--- src/rtl/ula_muldiv.sv ---
// ula_muldiv: iterative multiply/divide unit with private HI/LO registers.
//
// Runs MULT/MULTU (shift-add) and DIV/DIVU (restoring), one bit per clock.
// A launched operation spends WIDTH cycles in CALC and then one cycle in DONE.
// MTHI/MTLO writes are accepted only while idle.
//
// Ports:
//   clk              system clock, rising edge
//   reset            asynchronous active-high reset, clears all state
//   start            launch the operation selected by op (sampled in IDLE only)
//   op[1:0]          00 MULT, 01 MULTU, 10 DIV, 11 DIVU
//   In1, In2         rs / rt operands (multiplicand/dividend, multiplier/divisor)
//   mthi, mtlo       write wdata to HI / LO (IDLE only, start has priority)
//   wdata            data for mthi/mtlo
//   busy             operation in progress (CALC)
//   done             one-cycle pulse, HI/LO just updated
//   div_zero         last divide had a zero divisor; cleared by the next start
//   hi, lo           HI / LO result registers
module ula_muldiv #(
  parameter int WIDTH = 32
) (
  input  logic             clk,
  input  logic             reset,
  input  logic             start,
  input  logic [1:0]       op,
  input  logic [WIDTH-1:0] In1,
  input  logic [WIDTH-1:0] In2,
  input  logic             mthi,
  input  logic             mtlo,
  input  logic [WIDTH-1:0] wdata,
  output logic             busy,
  output logic             done,
  output logic             div_zero,
  output logic [WIDTH-1:0] hi,
  output logic [WIDTH-1:0] lo
);

  localparam int CNT_W = (WIDTH > 1) ? $clog2(WIDTH) : 1;

  typedef enum logic [1:0] {
    IDLE = 2'd0,
    CALC = 2'd1,
    DONE = 2'd2
  } state_t;

  state_t             state;
  logic [CNT_W-1:0]   cnt;
  logic               is_div;
  logic               neg_res;   // product / quotient must be negated
  logic               neg_rem;   // remainder takes the dividend's (negative) sign
  logic               dz;        // divisor was zero
  logic [WIDTH-1:0]   in1_raw;   // unmodified dividend for the divide-by-zero result
  logic [WIDTH-1:0]   opnd;      // multiplicand magnitude or divisor magnitude
  // Multiply: {partial product upper, remaining multiplier bits / product lower}.
  // Divide:   {partial remainder, remaining dividend bits / quotient bits}.
  logic [2*WIDTH-1:0] acc;

  // Magnitude of a value, interpreted as signed only when sgn is set.
  function automatic logic [WIDTH-1:0] mag(input logic [WIDTH-1:0] v, input logic sgn);
    return (sgn && v[WIDTH-1]) ? -v : v;
  endfunction

  function automatic logic [WIDTH-1:0] neg_if(input logic [WIDTH-1:0] v, input logic n);
    return n ? -v : v;
  endfunction

  function automatic logic [2*WIDTH-1:0] neg2_if(input logic [2*WIDTH-1:0] v, input logic n);
    return n ? -v : v;
  endfunction

  // Launch-time operand preparation
  logic             ld_signed;
  logic [WIDTH-1:0] mag1;
  logic [WIDTH-1:0] mag2;
  logic             sign_diff;

  always_comb begin
    ld_signed = ~op[0];
    mag1      = mag(In1, ld_signed);
    mag2      = mag(In2, ld_signed);
    sign_diff = ld_signed & (In1[WIDTH-1] ^ In2[WIDTH-1]);
  end

  // One iteration step for both algorithms
  logic [WIDTH-1:0]   addend;
  logic [WIDTH:0]     mul_sum;
  logic [WIDTH:0]     rem_sh;
  logic [WIDTH:0]     rem_diff;
  logic [2*WIDTH-1:0] mul_nxt;
  logic [2*WIDTH-1:0] div_nxt;
  logic [2*WIDTH-1:0] acc_nxt;
  logic [2*WIDTH-1:0] prod_fix;
  logic [WIDTH-1:0]   quo_fix;
  logic [WIDTH-1:0]   rem_fix;

  always_comb begin
    addend  = acc[0] ? opnd : '0;
    mul_sum = {1'b0, acc[2*WIDTH-1:WIDTH]} + {1'b0, addend};
    mul_nxt = {mul_sum, acc[WIDTH-1:1]};

    // Partial remainder < divisor, so the shifted value fits in WIDTH+1 bits
    // and bit WIDTH of the difference is the borrow.
    rem_sh   = {acc[2*WIDTH-1:WIDTH], acc[WIDTH-1]};
    rem_diff = rem_sh - {1'b0, opnd};
    if (!rem_diff[WIDTH])
      div_nxt = {rem_diff[WIDTH-1:0], acc[WIDTH-2:0], 1'b1};
    else
      div_nxt = {rem_sh[WIDTH-1:0], acc[WIDTH-2:0], 1'b0};

    acc_nxt  = is_div ? div_nxt : mul_nxt;
    prod_fix = neg2_if(acc_nxt, neg_res);
    quo_fix  = neg_if(acc_nxt[WIDTH-1:0], neg_res);
    rem_fix  = neg_if(acc_nxt[2*WIDTH-1:WIDTH], neg_rem);
  end

  always_ff @(posedge clk or posedge reset) begin
    if (reset) begin
      state    <= IDLE;
      cnt      <= '0;
      is_div   <= 1'b0;
      neg_res  <= 1'b0;
      neg_rem  <= 1'b0;
      dz       <= 1'b0;
      in1_raw  <= '0;
      opnd     <= '0;
      acc      <= '0;
      busy     <= 1'b0;
      done     <= 1'b0;
      div_zero <= 1'b0;
      hi       <= '0;
      lo       <= '0;
    end else begin
      done <= 1'b0;
      case (state)
        IDLE: begin
          if (start) begin
            is_div   <= op[1];
            in1_raw  <= In1;
            neg_res  <= sign_diff;
            cnt      <= CNT_W'(WIDTH - 1);
            busy     <= 1'b1;
            div_zero <= 1'b0;
            state    <= CALC;
            if (op[1]) begin
              opnd    <= mag2;
              acc     <= {{WIDTH{1'b0}}, mag1};
              neg_rem <= ld_signed & In1[WIDTH-1];
              dz      <= (In2 == '0);
            end else begin
              opnd    <= mag1;
              acc     <= {{WIDTH{1'b0}}, mag2};
              neg_rem <= 1'b0;
              dz      <= 1'b0;
            end
          end else begin
            if (mthi) hi <= wdata;
            if (mtlo) lo <= wdata;
          end
        end

        CALC: begin
          acc <= acc_nxt;
          cnt <= cnt - 1'b1;
          if (cnt == '0) begin
            state <= DONE;
            busy  <= 1'b0;
            done  <= 1'b1;
            // Sign fixup and HI/LO write on the final iteration edge
            if (!is_div) begin
              hi <= prod_fix[2*WIDTH-1:WIDTH];
              lo <= prod_fix[WIDTH-1:0];
            end else if (dz) begin
              hi       <= in1_raw;
              lo       <= '1;
              div_zero <= 1'b1;
            end else begin
              hi <= rem_fix;
              lo <= quo_fix;
            end
          end
        end

        DONE: state <= IDLE;

        default: state <= IDLE;
      endcase
    end
  end

endmodule

--- config.mk ---
export PLATFORM = sky130hd
export DESIGN_NAME = ula_muldiv
export DESIGN_NICKNAME = d
export VERILOG_FILES = /design/src/rtl/ula_muldiv.sv
export SDC_FILE = /design/constraint.sdc
export NUM_CORES = 1
export LEC_CHECK = 0
export CAP_MARGIN = 20
export CELL_PAD_IN_SITES_DETAIL_PLACEMENT = 0
export CELL_PAD_IN_SITES_GLOBAL_PLACEMENT = 1
export CORE_MARGIN = 2
export CORE_UTILIZATION = 40
export CTS_CLUSTER_SIZE = 20
export DETAILED_ROUTE_END_ITERATION = 7
export PLACE_DENSITY_LB_ADDON = 0.1
export SLEW_MARGIN = 30
export SYNTH_ARGS = -nofsm -noshare
export SYNTH_HDL_FRONTEND = slang
export SYNTH_SLANG_ARGS = --single-unit
export TNS_END_PERCENT = 20
--- constraint.sdc ---
create_clock -name clk -period 6.7 [get_ports clk]
set_input_delay 1.34 -clock clk [delete_from_list [all_inputs] [get_ports clk]]
set_output_delay 1.34 -clock clk [all_outputs]
set_load 0.02 [all_outputs]
==> impl_metrics.yaml <==
clock_tree:
  cts_max_path_buffers: 3
  cts_resized: 0
  clk_latency_ns: 0.58
  ctsHoldBuffers: 0
  path_clk_slew_ns: 0.06
  numCtsBuffers: 27
  post_cts_buffers: 0
  cts_tree: "done"
  clock-sinks: 206
  htreeDepth: 1
  root_buffer: "clkbuf_16"
outcome:
  status: "completed"
drt:
  first_pass_iters: 6
  drt_iter0_markers: 2467
  wl_met1_mm: 37.7
  top_layer: "met5"
  ant_nets: 0
  vias_per_cell: 6.20
  drt-total-wl_mm: 83.0
  avgRoutedWirePerCell_um: 26.2
  route.met2.wl_mm: 35.7
  drc: 0
  dr_wl_met3_mm: 6.89
  vias: 19600
yosys:
  synth_area_per_cell_sq_um: 7.58
  synth_ff_type: "dfrtp_1"
  synth_top_area_share: 0.278
  syn_area_sq_mm: 0.0185
  yosys_warnings: 0
  yosys-top-cells-area: "dfrtp_1, nand2_1, o21ai_0, a21oi_1, ha_1"
  ys_seq_elements: 206
  syn_nets: 2619
  netlist_instances: 2444
  seq_area_frac_synth: 0.278
  ys_types: 99
  yosys.area.top_type: "dfrtp_1"
  async_reset_ff_frac: 1.00
  synth_edf_count: 0
floorplanning:
  std_cell_rows: 78
  core-area_sq_mm: 0.0456
  die_area_sq_mm: 0.0481
  die_w_um: 219
  dieHeight_um: 219
  start_util: 0.407
  num_io_pins: 170
sta:
  finalHoldViolations: 0
  slew_viol_final: 0
  fin_crit_ns: 6.06
  final.setup.tns_ns: 0
  setup_violations: 0
  slew_headroom: 0.269
  worstMarginPinSlew_ns: 1.09
  skew_ns: 0.0191
  fmax_mhz: 165
  timing.final.crit_share: 0.904
  rsz0062_at_grt: "false"
cells_and_area:
  syn_to_final_growth_pct: 17.8
  fin_nets: 2722
  drive_gt1_frac: 0.0697
  diodes: 0
  layout_common_cells: "nand2_1, o21ai_0, dfrtp_1"
  fillCellCount: 4617
  postLayoutCoreUtil: 0.479
  layout_commonest_cell: "nand2_1"
setup_path:
  timing.rr.start: "acc[31]"
  crit_path_max_incr_delay_ns: 0.63
  timing.critical_path.buf_inv: 3
  worst_r2r_path_depth: 18
  critPathTopFamily: "compound AO/OA/AOI/OAI gates"
  path_class: "flip-flop to flip-flop"
  endpoint_kind: "flip-flop"
  crit_required_ns: 7.21
  worstPathArrival_ns: 6.57
  r2r_slack_ns: 0.64
  cp_cell_sequence: "inv_1 > ha_1 > inv_1 > fa_1 > a21o_1 > a221o_1 > a211oi_4 > a21oi_2 > a211o_1 > buf_4 > a2111oi_0 > o32ai_1 > nor4b_4 > nand4b_4 > nor4b_4 > mux2_1 > a2111oi_0 > a221o_1"
  cpMaxStageDelayCell: "a211o_1"
  worstReg2RegEnd: "hi[31]"
  startpoint_type: "flip-flop"
  cp_max_fo: 15
placed_design:
  gp_congestion: 0.959
  post-dp-hpwl_mm: 65.6
  io_buffers: 169
min_path:
  hold_path_depth: 2
  hp-class: "flip-flop to flip-flop"
  min_to: "in1_raw[27]"
  min_from: "in1_raw[27]"
global_routing:
  gr-total-overflow: 0
  grtUsageTotal: 0.340
  grt_max_degree: 76
  first_global_vias: 18200
  grt_first_pass_wirelength_mm: 122
  antenna_found_initial: 6
job:
  maxCapViolations: 0
==> how the worst max path moves through the flow <==
stage | startpoint | endpoint | depth (start not counted)
finish | acc[31] | hi[31] | 18
global route | acc[31] | hi[26] | 24
CTS | acc[31] | hi[26] | 24
detailed placement | acc[31] | hi[26] | 24
global placement | acc[31] | hi[26] | 24
floorplan | acc[31] | hi[16] | 23
==> tightest hold or removal path: cells and delay by family (launching register included) <==
family	cells	cell delay (ns)
flops	1	0.35
simple gates	2	0.10
==> metrics by stage <==
stage / hold slack, ns / cells / cell area, sq um / setup slack (ns)
2_1_floorplan: 0.440 / 2444 / 18500 / 1.37
3_3_place_gp: 0.460 / 3117 / 20800 / 0.823
3_5_place_dp: 0.464 / 3118 / 20800 / 0.767
4_1_cts: 0.479 / 3168 / 21800 / 0.735
5_1_grt: 0.494 / 3168 / 21800 / 0.183
6_report: 0.479 / 3168 / 21800 / 0.643
==> logic make-up (layout without fill, tap and decap cells) <==
kind of cell,after synthesis,after routing,synth area share
xor+xnor,174,174,0.0822
flops,206,206,0.278
fa+ha+maj,72,72,0.0494
buf+inv,235,359,0.0519
compound gates,797,797,0.274
mux,61,61,0.0340
simple gates,899,899,0.230
==> registers in the layout, indices dropped and copies added, names as in the netlist <==
name,cells
done,1
cnt,5
is_div,1
div_zero,1
lo,32
state,2
busy,1
dz,1
neg_rem,1
hi,32
in1_raw,32
opnd,32
neg_res,1
acc,64
==> area by class of cell <==
type | count | area, sq um | area share
Multi-Input combinational cell | 2003 | 12500 | 0.571
Sequential cell | 206 | 5160 | 0.236
Timing Repair Buffer | 232 | 2180 | 0.0999
Tap cell | 600 | 751 | 0.0344
Clock buffer | 34 | 722 | 0.0331
Inverter | 77 | 293 | 0.0134
Clock inverter | 16 | 262 | 0.0120
==> Yosys cell counts, drive strengths merged, types with 8 or more instances <==
cell	instances
a21oi	187
nor3	67
o21bai	11
a31oi	24
a211o	9
nand3	59
a2111oi	10
nor4b	8
o31ai	27
mux2i	45
a311oi	9
o41ai	8
o22ai	44
nor2b	11
and3	22
clkbuf	120
o21ai	274
nor2	168
nand2b	21
buf	38
nand2	382
and2	47
xnor2	78
a221oi	10
o221ai	38
nand4	23
or2	10
inv	74
xor2	96
and4	8
o211ai	25
a211oi	31
a21o	29
mux2	16
nor4	15
or3	37
dfrtp	206
ha	70
==> routing by layer <==
metal,vias to the layer above,track usage
met5,-,0
met4,10,0.0957
met3,152,0.0604
met2,896,0.518
met1,9513,0.492
li1,9071,-
Power is not shown: default switching activity piles up to over one toggle a cycle in this logic, so the estimate is an artifact.
